### config.mk
export PLATFORM = sky130hd
export DESIGN_NAME = uart_receiver
export DESIGN_NICKNAME = d
export VERILOG_FILES = /design/src/rtl/uart_receiver_pkg.sv /design/src/rtl/uart_receiver_rx_sync_vote.sv /design/src/rtl/uart_receiver.sv
export SDC_FILE = /design/constraint.sdc
export NUM_CORES = 1
export LEC_CHECK = 0
export BUFFER_PORTS_ARGS = -buffer_cell sky130_fd_sc_hd__buf_2
export CAP_MARGIN = 30
export CELL_PAD_IN_SITES_DETAIL_PLACEMENT = 1
export CELL_PAD_IN_SITES_GLOBAL_PLACEMENT = 1
export CORE_MARGIN = 5
export CORE_UTILIZATION = 40
export DETAILED_ROUTE_END_ITERATION = 8
export HOLD_SLACK_MARGIN = 0.05
export PLACE_DENSITY_LB_ADDON = 0.1
export RECOVER_POWER = 25
export SETUP_SLACK_MARGIN = 0.4
export SYNTH_ARGS = -nofsm -noshare
export SYNTH_HDL_FRONTEND = slang
export SYNTH_SLANG_ARGS = --single-unit
### constraint.sdc
create_clock -name clk -period 2.6 [get_ports clk]
set_input_delay 0.39 -clock clk [delete_from_list [all_inputs] [get_ports clk]]
set_output_delay 0.39 -clock clk [all_outputs]
set_load 0.05 [all_outputs]
### src/rtl/uart_receiver_pkg.sv
// Shared types for the UART receive path: FSM state encoding and the majority helper.
package uart_receiver_pkg;

    typedef enum logic [2:0] {
        IDLE,
        START,
        DATA,
        STOP,
        BREAK
    } rx_state_t;

    function automatic logic maj3(input logic [2:0] v);
        return (v[0] & v[1]) | (v[0] & v[2]) | (v[1] & v[2]);
    endfunction

endpackage

### src/rtl/uart_receiver_rx_sync_vote.sv
// Two-flop synchroniser for an asynchronous input, followed by a 3-deep history
// that supplies a majority-voted sample and a clean falling-edge strobe.
module rx_sync_vote
    import uart_receiver_pkg::*;
(
    input  logic clk,
    input  logic rst_n,
    input  logic din,
    output logic level,
    output logic fall,
    output logic vote
);

    logic       sync_a;
    logic       sync_b;
    logic [2:0] hist;
    logic [1:0] fill;

    // The history only starts tracking once the synchroniser holds real line
    // samples, so a line held low through reset release never looks like an edge.
    always_ff @(posedge clk or negedge rst_n) begin
        if (!rst_n) begin
            sync_a <= 1'b1;
            sync_b <= 1'b1;
            hist   <= 3'b000;
            fill   <= 2'b00;
        end else begin
            sync_a <= din;
            sync_b <= sync_a;
            fill   <= {fill[0], 1'b1};
            if (fill[1]) begin
                hist <= {hist[1:0], sync_b};
            end
        end
    end

    assign level = sync_b;
    assign fall  = hist[0] & ~sync_b;
    assign vote  = maj3(hist);

endmodule

### src/rtl/uart_receiver.sv
// 8N1 UART receiver: start-bit qualification, mid-bit majority sampling and a
// level-held byte interface with sticky framing/overrun flags.
module uart_receiver
    import uart_receiver_pkg::*;
#(
    parameter int CLOCK_HZ  = 27_000_000,
    parameter int BAUD      = 115200,
    parameter int TIM_WIDTH = 8
) (
    input  logic       clk,
    input  logic       rst_n,
    input  logic       rx,
    input  logic       rd,
    input  logic       clr_err,
    output logic [7:0] rx_data,
    output logic       rx_full,
    output logic       frame_err,
    output logic       overrun,
    output logic       dbg_rx_timing
);

    localparam int DIV  = CLOCK_HZ / BAUD;
    localparam int HALF = DIV / 2;
    localparam logic [TIM_WIDTH-1:0] DIV_M1  = TIM_WIDTH'(DIV - 1);
    localparam logic [TIM_WIDTH-1:0] HALF_M1 = TIM_WIDTH'(HALF - 1);

    if ((DIV - 1) >= (2 ** TIM_WIDTH) || DIV < 8) begin : g_bad_div
        $error("uart_receiver: DIV out of range for TIM_WIDTH");
    end

    logic line_level;
    logic line_fall;
    logic line_vote;

    rx_sync_vote u_sync (
        .clk   (clk),
        .rst_n (rst_n),
        .din   (rx),
        .level (line_level),
        .fall  (line_fall),
        .vote  (line_vote)
    );

    rx_state_t             state;
    logic [TIM_WIDTH-1:0]  timer;
    logic [2:0]            bit_idx;
    logic [7:0]            shreg;

    // Later assignments in this block deliberately override earlier ones:
    // a completing byte beats rd, and a new error beats clr_err.
    always_ff @(posedge clk or negedge rst_n) begin
        if (!rst_n) begin
            state         <= IDLE;
            timer         <= '0;
            bit_idx       <= '0;
            shreg         <= '0;
            rx_data       <= '0;
            rx_full       <= 1'b0;
            frame_err     <= 1'b0;
            overrun       <= 1'b0;
            dbg_rx_timing <= 1'b0;
        end else begin
            dbg_rx_timing <= 1'b0;
            if (rd) begin
                rx_full <= 1'b0;
            end
            if (clr_err) begin
                frame_err <= 1'b0;
                overrun   <= 1'b0;
            end
            case (state)
                IDLE: begin
                    if (line_fall) begin
                        timer <= '0;
                        state <= START;
                    end
                end
                START: begin
                    if (timer == HALF_M1) begin
                        dbg_rx_timing <= 1'b1;
                        timer         <= '0;
                        bit_idx       <= '0;
                        state         <= line_vote ? IDLE : DATA;
                    end else begin
                        timer <= timer + 1'b1;
                    end
                end
                DATA: begin
                    if (timer == DIV_M1) begin
                        dbg_rx_timing <= 1'b1;
                        timer         <= '0;
                        shreg         <= {line_vote, shreg[7:1]};
                        bit_idx       <= bit_idx + 3'd1;
                        if (bit_idx == 3'd7) begin
                            state <= STOP;
                        end
                    end else begin
                        timer <= timer + 1'b1;
                    end
                end
                STOP: begin
                    if (timer == DIV_M1) begin
                        dbg_rx_timing <= 1'b1;
                        timer         <= '0;
                        if (line_vote) begin
                            rx_data <= shreg;
                            rx_full <= 1'b1;
                            if (rx_full && !rd) begin
                                overrun <= 1'b1;
                            end
                            state <= IDLE;
                        end else begin
                            frame_err <= 1'b1;
                            state     <= BREAK;
                        end
                    end else begin
                        timer <= timer + 1'b1;
                    end
                end
                BREAK: begin
                    if (line_level) begin
                        state <= IDLE;
                    end
                end
                default: state <= IDLE;
            endcase
        end
    end

endmodule
Word level (Yosys, flattened, before mapping). Cells that the tools add are included. Widths: inputs -> output; s select.

Add/subtract/negate cells: 2. Eq/ne operators: 13. Multiplexer cells: 32. Bitwise operators: 7. Reductions and logical operators: 11.

Operators with widths (number): $mux 3 (9); $mux 8 (3); $pmux 8 s3 (1); $mux 1 (15); $pmux 3 s5 (1); $ne 2x2->1 const B (5); $add 8x1->8 const B (1); $eq 8x7->1 const B (1); $eq 8x8->1 const B (1); $eq 3x2->1 const B (2); $eq 3x3->1 const B (2); $pmux 3 s2 (1); $reduce_and 3->1 (2); $reduce_and 6->1 (1); $and 1x1->1 (4); $reduce_and 2->1 (2); $add 3x1->3 const B (1); $eq 3x1->1 const B (1); $logic_not 3->1 (1); $reduce_bool 3->1 (1); $mux 2 (1); $ne 2x1->1 const B (1); $or 1x1->1 (2); $pmux 1 s2 (1); 5 further kinds (5).

Flip-flop bits (word level): 41. Input port bits: 5. Output and inout port bits: 12. Word-level logic and storage cells: 78.

Depth between registers and ports, before layout. Gate-level depths: netlist (run 1).

Depth after elaboration: 6. Gate-level depth with buffers: 7. Depth with buffers taken out: 6.

Modules after synthesis. From an unflattened synthesis (run 1), not the netlist that was laid out.

Cell total of the unflattened synthesis: 152. Area, all modules: 1940.6 sq um.

Modules (own cells, without submodules): uart_receiver (times used 1, cells an instance 139, area each 1707.9 sq um, seq. area each 850.8 sq um); rx_sync_vote (times used 1, cells an instance 13, area each 232.7 sq um, seq. area each 177.7 sq um).

Worst setup path before layout (run 1). Ideal clock, no wire load.

Kind: register to register. Start: register timer[0]. End: register state[0]. Setup time: 125 ps. Data arrival time: 1700 ps. Data required time: 2475 ps. Setup slack: 775 ps. Cell stages (with the launch flop): 7. Path buffers: 0. Period minus slack after synthesis: 1825 ps. Path through: dfrtp_1 > inv_1 > ha_1 > nand2_1 > o41a_1 > a211o_1 > mux2_4.

Cells in the longest elaborated chain, start to end: 3. Elaborated cells between the ends (all ways): 6. Classes of those cells: eq/ne: 5; reduce/logical: 1.

Ends and longest elaborated chain: start, declared (line uart_receiver.sv:45) `logic [TIM_WIDTH-1:0] timer;`; start signal, assigned (line uart_receiver.sv:85) `timer <= timer + 1'b1;`; start signal, assigned (line uart_receiver.sv:98) `timer <= timer + 1'b1;`; start signal, assigned (line uart_receiver.sv:117) `timer <= timer + 1'b1;`; $eq 8x8->1 / $eq 8x7->1 (equally long branches) (line uart_receiver.sv:89, uart_receiver.sv:102, uart_receiver.sv:79); $ne 2x2->1 (no source line); $reduce_and 6->1 (no source line) (*); end signal, assigned (line uart_receiver.sv:83) `state <= line_vote ? IDLE : DATA;`; end, declared (line uart_receiver.sv:44) `rx_state_t state;`.

Every way passes the cells marked *; elsewhere a longest branch is shown, timed or not. A chain may end at the register's enable or synchronous reset.

Worst setup path after layout (run 1).
Start: register timer[1]. End: register rx_data[0].

Cells in the longest elaborated chain, start to end: 2.

Ends and longest elaborated chain: $eq 8x8->1 (line uart_receiver.sv:102) `if (timer == DIV_M1) begin`; $reduce_and 3->1 (no source line); end signal, assigned (line uart_receiver.sv:106) `rx_data <= shreg;`; end, declared (line uart_receiver.sv:15) `output logic [7:0] rx_data,`.

Every way passes these cells.

==> metrics.md, run 1 <==
| Metric | Value |
|---|---|
| Antenna Cells | 0 |
| Num rows | 24 |
| Port bufs | 16 |
| Worst Setup EP | rx_data[0] |
| Share of cells above drive strength 1 | 0.2706 |
| CTS max path bufs | 2 |
| Num ports | 17 |
| Final Cycle Share | 0.7920 |
| Crit Path Max Fanout | 10 |
| Routed vias | about 1.2k |
| CP Launch Type | register |
| Crit path from | timer[1] |
| Root Driver | clkbuf_8 |
| Synth Register Bits | approximately 40 |
| Fin Setup TNS | 0 ns |
| Top_reg_cell synth | dfrtp_1 |
| Drt total wl | 3865 um |
| # setup viols final | 0 |
| Die width | 77.90 um |
| Worst EP required | roughly 2.8 ns |
| Setup Skew | 0.004559 ns |
| First-pass GRT wire length | 6679 um |
| CTS clock-pin slew for the worst setup and hold paths | ~0.08 ns |
| Nets | between 150 and 200 |
| Endpoints failing hold | 0 |
| Final GP Congestion | 0.8150 |
| GRT Overall Usage | 0.1369 |
| CTS tree | done |
| HPWL after DPL | roughly 2700 um |
| Status | finished, final reports clean |
| Vias in the first global route | 1340 |
| Total gr overflow | 0 |
| Synthesis warning total | 0 |
| Min Tclk post-route | between 2 and 2.5 ns |
| Reg-to-reg startpoint | timer[1] |
| DIE AREA | 0.006068 mm^2 |
| Synthesized area | ~0.0018 mm^2 |
| Unrepaired setup endpoints after global routing | false |
| Post-cts resize count | 0 |
| Worst path arrival time | 2.22 ns |
| CP Capture Type | register |
| Seq/Total Area, Yosys | 0.5577 |
| Area occupied by multi-input gates | between 700 and 800 um^2 |
| PwrDens | between 800 and 900 mW/mm^2 |
| Measured slew at the worst slew-check pin | between 0.8 and 0.9 ns |
| Clock tree sinks | 41 |
| Crit Path Category | register to register |
| Max Clk Rate | 0.4856 GHz |
| Yosys cell types | 41 |
| ANT nets after route | 0 |
| Initial Utilization | 0.4178 |
| CTS HTree Levels | 2 |
| Initial antenna violation count | 0 |
| Power Total | 1.688 mW |
| Vias per cell | between 5 and 6 |
| Hold Crit Class | input pin to register |
| R2r setup slk | 0.54 ns |
| Max-slew headroom | 0.4034 |
| DRC | 0 |
| Leakage | a little under 1 nW |
| RR Endpoint | rx_data[0] |
| Core area | between 0.004 and 0.005 mm^2 |
| TritonRoute pass-1 iters | 4 |
| Worst-Skew Late Latency | approximately 0.28 ns |
| Drt wl/cell | 17.41 um |
| Largest net degree at the start of global routing | 42 |
| Reg area | around 0.0010 mm^2 |
| Post-Synthesis Cells | 153 |
| Fill cells | around 480 |
| Avg Cell Area, Syn | approximately 12 um^2 |
| Max Slew Vio Count | 0 |
| Reg2reg path depth | 6 |
| Post-synthesis net count | between 150 and 200 |
| Die Ht | ~78 um |
| Syn-to-layout area delta | 12.62% |
| EDFF count, synth | 0 |
| Iteration-0 DRC Markers | 48 |
| Max-cap violation count | 0 |
| Post-CTS Setup Inserts | 0 |
| Maximum VDD drop | 332.1 uV |
| Post-synthesis async set-or-reset flop share | 1.000 |
| CTS buffer count | 5 |
| Hold_buf cts | 0 |
## report_power, final
| group | total, mW | switching, mW | internal [mW] | leakage (nW) |
|---|---|---|---|---|
| registers | 0.790 | 0.0944 | 0.696 | 0.546 |
| clock network | 0.490 | 0.211 | 0.279 | 0.0540 |
| logic | 0.408 | 0.236 | 0.172 | 0.393 |
## area by class of cell
| cell class | count | share of cell area |
|---|---|---|
| sequential | 41 | 0.4952 |
| multi-input combinational | 100 | 0.3723 |
| timing repair buffer | 17 | 0.04217 |
| clock buffer | 5 | 0.03313 |
| tap | 52 | 0.03133 |
| clock inverter | 2 | 0.01687 |
| inverter | 5 | 0.009036 |
## placed cells by master (no fill, tap or decap), types with 2 or more instances in the layout
master    instances
dfstp_2           2
inv_1             5
dfrtp_1          39
nor3_1            2
mux2_2           12
nand2b_1          5
nor2_1            5
nand2_1          12
buf_2            16
o22ai_1           2
nand3_1           2
a22o_1            3
ha_1              5
a21oi_1           2
mux2_4            2
mux2_1            8
o21ai_0           9
clkbuf_8          5
o211ai_1          6
nand3b_1          2
## registers in the layout, indices dropped and copies added (netlist names), 2 cells and up
signal	count
u_sync.hist	3
shreg	8
rx_data	8
u_sync.fill	2
state	3
timer	8
bit_idx	3
## metrics by stage
| stage | util | cell area, um^2 | setup WS (ns) | cells | hold slack, ns |
|---|---|---|---|---|---|
| after CTS | 0.4694 | 2072 | 0.4072 | 222 | 0.1845 |
| after global routing | 0.4705 | 2077 | 0.4324 | 222 | 0.1822 |
| after floorplan | - | 1844 | 0.7747 | 153 | 0.09441 |
| final | 0.4705 | 2077 | 0.5407 | 222 | 0.1971 |
| after detailed placement | 0.4459 | 1968 | 0.4299 | 215 | 0.3397 |
| after global placement | 0.4459 | 1968 | 0.5419 | 215 | 0.3364 |
## logic make-up (layout without fill, tap and decap cells)
| logic type | count (synthesis) | after routing | share of synthesized area |
|---|---|---|---|
| AO/OA/AOI/OAI | 29 | 29 | 0.1086 |
| other | 1 | 1 | 0.002033 |
| buffers and inverters | 12 | 29 | 0.02918 |
| adder cells (fa/ha/maj) | 6 | 6 | 0.03935 |
| multiplexers | 22 | 22 | 0.1384 |
| AND/OR/NAND/NOR | 42 | 42 | 0.1248 |
| flip-flops | 41 | 41 | 0.5577 |
## critical path: stages, from the launching register on
cell      delay, ns
dfrtp_1        0.43
inv_1          0.09
ha_1           0.15
nand3b_1       0.15
or3_1          0.43
nand2b_2       0.33
mux2_1         0.37
## Yosys cell counts (all sizes together), types with 2 or more instances
library cell | n | share of area
dfrtp | 39 | 0.53
mux2 | 22 | 0.14
nand2 | 12 | 0.024
o21ai | 9 | 0.024
nand2b | 6 | 0.020
nor2 | 6 | 0.012
o211ai | 6 | 0.024
buf | 5 | 0.015
ha | 5 | 0.034
inv | 5 | 0.010
a22o | 3 | 0.014
nand3 | 3 | 0.011
a21oi | 2 | 0.0054
clkbuf | 2 | 0.0041
dfstp | 2 | 0.028
nand3b | 2 | 0.0081
nor3 | 2 | 0.0054
nor4 | 2 | 0.0068
o22ai | 2 | 0.0068
## per-layer routing
metal,GRT usage,routed length [um],vias to the layer above
met5,0,0,-
met4,0.03547,14,0
met3,0.03472,152,2
met2,0.2254,1859,19
met1,0.1803,1839,628
li1,-,-,579
## worst min path at each step
stage | startpoint | to | slack, ns | cells after the start
6_report | rx | u_sync.sync_a | 0.20 | 1
5_1_grt | rx | u_sync.sync_a | 0.18 | 1
4_1_cts | rx | u_sync.sync_a | 0.18 | 1
3_5_place_dp | u_sync.fill[0] | u_sync.fill[1] | 0.34 | 0
3_3_place_gp | u_sync.fill[0] | u_sync.fill[1] | 0.34 | 0
2_1_floorplan | rst_n | bit_idx[0] | 0.09 | 0
(Power assumes the default switching activity.)
==> inputs of run 2 (changes only) <==
==> constraint.sdc (replaced) <==
create_clock -name clk -period 1.9 [get_ports clk]
set_input_delay 0.285 -clock clk [delete_from_list [all_inputs] [get_ports clk]]
set_output_delay 0.285 -clock clk [all_outputs]
set_load 0.05 [all_outputs]
==> metrics.md, run 2 (synthesis gave the netlist of run 1 again) <==
| Metric | Value |
|---|---|
| Num rows | 24 (unchanged) |
| Worst EP required | 2.07 ns (was 2.77 ns) |
| Die Ht | 77.90 um (unchanged) |
| Max-slew headroom | 0.3469 (was 0.4034) |
| Port bufs | 16 (unchanged) |
| Maximum VDD drop | 715.9 uV (was 332.1 uV) |
| RR Endpoint | state[0] (was rx_data[0]) |
| CTS HTree Levels | 2 (unchanged) |
| DIE AREA | 0.006068 mm^2 (unchanged) |
| Measured slew at the worst slew-check pin | 0.9796 ns (was 0.8950 ns) |
| Final Cycle Share | 0.9268 (was 0.7920) |
| Min Tclk post-route | 1.761 ns (was 2.059 ns) |
| Share of cells above drive strength 1 | 0.4456 (was 0.2706) |
| Initial antenna violation count | 0 (unchanged) |
| Worst path depth | 6 (unchanged) |
| Int Pwr | 1.667 mW (was 1.147 mW) |
| Max Clk Rate | 0.5679 GHz (was 0.4856 GHz) |
| Unrepaired setup endpoints after global routing | true (was false) |
| Worst-Skew Late Latency | 0.29 ns (was 0.28 ns) |
| Max-cap violation count | 0 (unchanged) |
| Total gr overflow | 0 (unchanged) |
| Biggest regs | rx_data x8, shreg x8, timer x8 (unchanged) |
| Commonest non-fill, non-tap cell in the layout | dfrtp_1 (unchanged) |
| CP max stage delay | 0.44 ns (was 0.43 ns) |
| Initial Utilization | 0.4178 (unchanged) |
| ANT nets after route | 0 (unchanged) |
| Vias per cell | 5.498 (was 5.532) |
| CP Capture Type | register (unchanged) |
| Leakage | 1.142 nW (was 0.9933 nW) |
| Crit path from | timer[0] (was timer[1]) |
| CTS buffer count | 5 (unchanged) |
| Clock tree sinks | 41 (unchanged) |
| Die width | 77.90 um (unchanged) |
| Met2 usage | 0.2346 (was 0.2254) |
| Largest net degree at the start of global routing | 28 (was 42) |
| Final GP Congestion | 0.7643 (was 0.8150) |
| M3 GR Usage | 0.04051 (was 0.03472) |
| First-pass GRT wire length | 7003 um (was 6679 um) |
| Reg-to-reg startpoint | timer[0] (was timer[1]) |
| GRT Overall Usage | 0.1431 (was 0.1369) |
| Hold Crit Class | input pin to register (unchanged) |
| Cell family with most CP delay | compound AO/OA/AOI/OAI gates (was simple AND/OR/NAND/NOR gates) |
| Root Driver | clkbuf_8 (unchanged) |
| Ordered list of cells on the worst path | inv_2 -> ha_1 -> nand2_1 -> o41a_1 -> a211o_1 -> mux2_4 (was inv_1 -> ha_1 -> nand3b_1 -> or3_1 -> nand2b_2 -> mux2_1) |
| Drt wl/cell | 17.66 um (was 17.41 um) |
| Num ports | 17 (unchanged) |
| Antenna Cells | 0 (unchanged) |
| CTS clock-pin slew for the worst setup and hold paths | 0.07 ns (was 0.08 ns) |
| Crit Path Category | register to register (unchanged) |
| Crit path buffers/inverters | 1 (unchanged) |
| Setup Skew | 0.01029 ns (was 0.004559 ns) |
| Most frequent cells in the layout | dfrtp_1 (35), buf_4 (18), mux2_4 (17) (was dfrtp_1 (39), buf_2 (16), nand2_1 (12), mux2_2 (12), o21ai_0 (9)) |
| Net Sw Power | 0.8370 mW (was 0.5409 mW) |
| TritonRoute pass-1 iters | 4 (unchanged) |
| CP Launch Type | register (unchanged) |
| Crit Path Max Fanout | 4 (was 10) |
| Fin worst setup slack | 0.1390 ns (was 0.5407 ns) |
| Sw Share | 0.3343 (was 0.3204) |
| Drt total wl | 4327 um (was 3865 um) |
| Fin Setup TNS | 0 ns (unchanged) |
| DRC | 0 (unchanged) |
| Max Slew Vio Count | 0 (unchanged) |
| Iteration-0 DRC Markers | 37 (was 48) |
| Vias in the first global route | 1426 (was 1340) |
| Worst Setup EP | state[0] (was rx_data[0]) |
| Clock power frac | 0.215 (was 0.290) |
| GRT met1 Usage | 0.1805 (was 0.1803) |
| Core area | 0.004414 mm^2 (unchanged) |
| Nets | 202 (was 180) |
| Endpoints failing hold | 0 (unchanged) |
| R2r setup slk | 0.14 ns (was 0.54 ns) |
| GRT busiest layer | met2 (unchanged) |
| PwrDens | 1063 mW/mm^2 (was 812.7 mW/mm^2) |
| Reg2reg path depth | 6 (unchanged) |
| CTS tree | done (unchanged) |
| CTS max path bufs | 2 (unchanged) |
| Crit-path slowest cell | dfrtp_2 (was dfrtp_1) |
| Syn-to-layout area delta | 27.75% (was 12.62%) |
| Status | finished, final reports clean (unchanged) |
| Dpl ws | 0.0008740 ns (was 0.4299 ns) |
| # setup viols final | 0 (unchanged) |
| Logic gate share of total power | 0.359 (was 0.242) |
| Flop pwr share | 0.426 (was 0.468) |
| HPWL after DPL | 2811 um (was 2686 um) |
| Routed vias | 1347 (was 1228) |
| Worst path arrival time | 1.93 ns (was 2.22 ns) |
-- run 2: routing by layer --
metal / vias to the layer above / part of all wire
met1: 682 / 0.44
met3: 6 / 0.041
met2: 25 / 0.51
met5: - / 0
met4: 0 / 0.010
li1: 634 / -
-- run 2: how the worst min path moves through the flow --
stage,start,endpoint,slack (ns),cells after the start
6_report,rx,u_sync.sync_a,0.1,1
5_1_grt,rx,u_sync.sync_a,0.09,1
4_1_cts,rx,u_sync.sync_a,0.09,1
3_5_place_dp,rst_n,rx_data[1],0.24,1
3_3_place_gp,rst_n,rx_data[1],0.23,1
2_1_floorplan,rst_n,bit_idx[0],-0.01,0
-- run 2: per-stage QoR --
| step | instance area [um^2] | power [mW] | util | hold slack, ns | instances |
|---|---|---|---|---|---|
| floorplan | 1928 | 1.506 | - | -0.01059 | 153 |
| global placement | 2131 | 1.759 | 0.4827 | 0.2286 | 226 |
| detailed placement | 2131 | 1.791 | 0.4827 | 0.2373 | 226 |
| CTS | 2290 | 2.435 | 0.5187 | 0.08720 | 241 |
| global route | 2356 | 2.668 | 0.5337 | 0.08567 | 245 |
| finish | 2356 | 2.504 | 0.5337 | 0.09630 | 245 |
-- run 2: what timing repair did --
action / in CTS / in global routing
cloned: 1 / 0
endpoints found under the setup margin: 32 / 33
buffers inserted: 5 / 4
gates resized for setup: 11 / 10
pin swaps: 3 / 3
hold buffers: 1 / 0
hold endpoints to repair: 14 / 0
-- run 2: power by group through the flow --
stage	combinational [mW]	clock (mW)	sequential, mW
finish	0.899	0.539	1.07
global route	0.983	0.602	1.08
CTS	0.826	0.559	1.05
detailed placement	0.724	0	1.07
global placement	0.698	0	1.06
floorplan	0.484	0	1.02
-- run 2: cell type report --
type                       instances  area [um^2]
timing repair buffer              38        266.5
tap                               52        65.06
clock buffer                       7        76.32
fill                             474         2058
clock inverter                     1        5.005
inverter                           5        18.77
sequential                        41         1033
multi-input combinational        101        890.9
-- run 2: worst register-to-register path: stages, from the launching register on --
cell and delay [ns]:
dfrtp_2 0.44, inv_2 0.07, ha_1 0.14, nand2_1 0.07, o41a_1 0.33, a211o_1 0.28, mux2_4 0.31
==> inputs of run 3 (changes only) <==
--- a/config.mk
+++ b/config.mk
@@ -5,6 +5,7 @@
 export SDC_FILE = /design/constraint.sdc
 export NUM_CORES = 1
 export LEC_CHECK = 0
+export ABC_AREA = 1
 export BUFFER_PORTS_ARGS = -buffer_cell sky130_fd_sc_hd__buf_2
 export CAP_MARGIN = 30
 export CELL_PAD_IN_SITES_DETAIL_PLACEMENT = 1
@@ -15,6 +16,7 @@
 export HOLD_SLACK_MARGIN = 0.05
 export PLACE_DENSITY_LB_ADDON = 0.1
 export RECOVER_POWER = 25
+export REMOVE_ABC_BUFFERS = 1
 export SETUP_SLACK_MARGIN = 0.4
 export SYNTH_ARGS = -nofsm -noshare
 export SYNTH_HDL_FRONTEND = slang
==> metrics.md, run 3 <==
| Metric | Value |
|---|---|
| Status | finished, final reports clean (unchanged) |
| HPWL after DPL | 2803 um (was 2811 um) |
| Max-cap violation count | 0 (unchanged) |
| Num rows | 25 (was 24) |
| Post-synthesis async set-or-reset flop share | 1.000 (unchanged) |
| Endpoints failing hold | 0 (unchanged) |
| Top_reg_cell synth | dfrtp_1 (unchanged) |
| Worst hold start | rx (unchanged) |
| Synthesized area | 0.001928 mm^2 (was 0.001844 mm^2) |
| Syn-to-layout area delta | 27.77% (was 27.75%) |
| Vias per cell | 4.937 (was 5.498) |
| Flop pwr share | 0.393 (was 0.426) |
| Max Clk Rate | 0.6699 GHz (was 0.5679 GHz) |
| Max Slew Vio Count | 0 (unchanged) |
| Root Driver | clkbuf_8 (unchanged) |
| Antenna Cells | 0 (unchanged) |
| Max-slew headroom | 0.3207 (was 0.3469) |
| Total gr overflow | 0 (unchanged) |
| Clock tree sinks | 41 (unchanged) |
| Commonest non-fill, non-tap cell in the layout | nand2_1 (was dfrtp_1) |
| Die Ht | 79.43 um (was 77.90 um) |
| DRC | 0 (unchanged) |
| Fill cells | 548 (was 474) |
| Crit Path Max Fanout | 3 (was 4) |
| Biggest regs | rx_data x8, shreg x8, timer x8 (unchanged) |
| Worst path arrival time | 1.72 ns (was 1.93 ns) |
| Synth Register Bits | 41 (unchanged) |
| First-pass GRT wire length | 6872 um (was 7003 um) |
| CTS buffer count | 5 (unchanged) |
| Seq/Total Area, Yosys | 0.5334 (was 0.5577) |
| DIE AREA | 0.006309 mm^2 (was 0.006068 mm^2) |
| Int Pwr | 1.710 mW (was 1.667 mW) |
| Sw Share | 0.3613 (was 0.3343) |
| Initial antenna violation count | 0 (unchanged) |
| Dpl cells | 290 (was 226) |
| Avg Cell Area, Syn | 8.724 um^2 (was 12.05 um^2) |
| PwrDens | 1087 mW/mm^2 (was 1063 mW/mm^2) |
| Final std cells w/o fill | 316 (was 245) |
| Setup Skew | 0.003785 ns (was 0.01029 ns) |
| Hold_buf cts | 0 (was 1) |
| Vias in the first global route | 1505 (was 1426) |
| Top-count cell post-synth | nand2_1 (was dfrtp_1) |
| Worst-Skew Late Latency | 0.29 ns (about the same) |
| Die width | 79.43 um (was 77.90 um) |
| CTS max path bufs | 2 (unchanged) |
| Measured slew at the worst slew-check pin | 1.019 ns (was 0.9796 ns) |
| Reg-to-reg startpoint | timer[0] (unchanged) |
| Iteration-0 DRC Markers | 32 (was 37) |
| Min Tclk post-route | 1.493 ns (was 1.761 ns) |
| Largest net degree at the start of global routing | 42 (was 28) |
| EDFF count, synth | 0 (unchanged) |
| ANT nets after route | 0 (unchanged) |
| Logic gate share of total power | 0.337 (was 0.359) |
| CTS tree | done (unchanged) |
| Fin Setup TNS | 0 ns (unchanged) |
| Top cells by count, synth | nand2_1 (67), dfrtp_1 (39), inv_1 (26) (was dfrtp_1 (39), mux2_2 (12), nand2_1 (12)) |
| Area leader, netlist | dfrtp_1 (unchanged) |
| Drt total wl | 4857 um (was 4327 um) |
| Unrepaired setup endpoints after global routing | true (unchanged) |
| Initial Utilization | 0.4109 (was 0.4178) |
| Nets | 271 (was 202) |
| Core area | 0.004692 mm^2 (was 0.004414 mm^2) |
| Maximum VDD drop | 684.1 uV (was 715.9 uV) |
| Final hold slack | 0.08525 ns (was 0.09630 ns) |
| Final Cycle Share | 0.7857 (was 0.9268) |
| CP Capture Type | register (unchanged) |
| # setup viols final | 0 (unchanged) |
| Synth top area share | 0.5062 (was 0.5292) |
| Num ports | 17 (unchanged) |
| Crit Path Category | register to register (unchanged) |
| Leakage | 1.252 nW (was 1.142 nW) |
| Crit path from | timer[0] (unchanged) |
| Synthesis warning total | 0 (unchanged) |
| CTS clock-pin slew for the worst setup and hold paths | 0.08 ns (was 0.07 ns) |
| Final GP Congestion | 0.7423 (was 0.7643) |
| TritonRoute pass-1 iters | 6 (was 4) |
| Share of cells above drive strength 1 | 0.2901 (was 0.4456) |
| CTS HTree Levels | 2 (unchanged) |
| Most frequent cells in the layout | nand2_1 (64), dfrtp_1 (37), inv_1 (23) (was dfrtp_1 (35), buf_4 (18), mux2_4 (17)) |
| Routed vias | 1560 (was 1347) |
| CP Launch Type | register (unchanged) |
| Worst EP required | 2.13 ns (was 2.07 ns) |
| Port bufs | 16 (unchanged) |
| GRT Overall Usage | 0.1408 (was 0.1431) |
| Post-Synthesis Cells | 221 (was 153) |
| Clock power frac | 0.270 (was 0.215) |
| Drt wl/cell | 15.37 um (was 17.66 um) |
| Hold Crit Class | input pin to register (unchanged) |
| Area contributors post-synth | dfrtp_1 (51%), nand2_1 (13%), inv_1 (5.1%) (was dfrtp_1 (53%), mux2_2 (7.3%), mux2_1 (4.9%)) |
| Net Sw Power | 0.9676 mW (was 0.8370 mW) |
| Yosys cell types | 26 (was 41) |
run 3: changes by cell type in the layout (fill, tap and decap cells not counted), moves of 6 or more:
cell	change
inv_1	+20
nand2_1	+52
nand3_1	+7
nor2_1	+6
o21ai_0	+6
o21ai_1	+14
mux2_4	-17
run 3: metal layers:
metal / track usage / share of wire / wire length [um] / vias to the layer above
met1: 0.1788 / 0.44 / 2124 / 756
met3: 0.03612 / 0.025 / 121 / 7
met4: 0.05670 / 0.013 / 63 / 0
met2: 0.2279 / 0.52 / 2547 / 19
li1: - / - / - / 778
met5: 0 / 0 / 0 / -
run 3: kinds of logic after synthesis:
group	Yosys count	synth area share
buf+inv	31	0.07008
xor+xnor	2	0.009087
simple gates	111	0.2693
flops	41	0.5334
fa+ha+maj	5	0.03245
compound gates	30	0.08371
other cells	1	0.001945
run 3: metrics by stage:
| stage | power [mW] | utilization | setup WS (ns) | instance area [um^2] |
|---|---|---|---|---|
| global placement | 1.652 | 0.4392 | 0.3231 | 2061 |
| floorplan | 1.475 | - | 0.5008 | 1898 |
| CTS | 2.476 | 0.4763 | 0.4014 | 2235 |
| finish | 2.678 | 0.5251 | 0.4072 | 2464 |
| global route | 2.871 | 0.5251 | 0.3183 | 2464 |
| detailed placement | 1.665 | 0.4392 | 0.2877 | 2061 |
run 3: timing repair:
action	in CTS	in global routing
pin swaps	1	9
cloned	0	3
setup buffers	5	10
setup endpoints to repair	29	29
gates resized for setup	2	30
run 3: cell type report:
class | count | area [um^2] | area share
sequential | 41 | 1031 | 0.4185
multi-input combinational | 151 | 889.6 | 0.3611
timing repair buffer | 34 | 250.2 | 0.1016
inverter | 28 | 108.9 | 0.04418
clock buffer | 7 | 86.33 | 0.03504
tap | 54 | 67.56 | 0.02743
clock inverter | 1 | 30.03 | 0.01219
run 3: path summary, 6_finish.rpt:
path | endpoint | slack, ns | cells after the start
min in group asynchronous | rx_data[7] | 0.25 | 2
worst min register to register | u_sync.fill[1] | 0.36 | 0
worst max-delay path | state[0] | 0.41 | 9
max in group asynchronous | timer[0] | 0.97 | 2
worst max register to register | state[0] | 0.41 | 9
worst min-delay path | u_sync.sync_a | 0.09 | 1
run 3: power groups by stage:
stage          clock network (mW)  logic, mW  registers, mW
3_3_place_gp                    0      0.593           1.06
2_1_floorplan                   0      0.439           1.04
6_report                    0.724      0.902           1.05
3_5_place_dp                    0      0.603           1.06
5_1_grt                     0.797       1.01           1.07
4_1_cts                     0.756      0.687           1.03
run 3: worst max-delay path, cell delays in order, from the launching register on:
cell and delay (ns):
dfrtp_2 0.45, inv_2 0.08, ha_2 0.17, nand2_1 0.06, nor2_2 0.16, nand2_2 0.10
nand2_4 0.12, buf_6 0.11, nand4_1 0.10, nand2_1 0.09
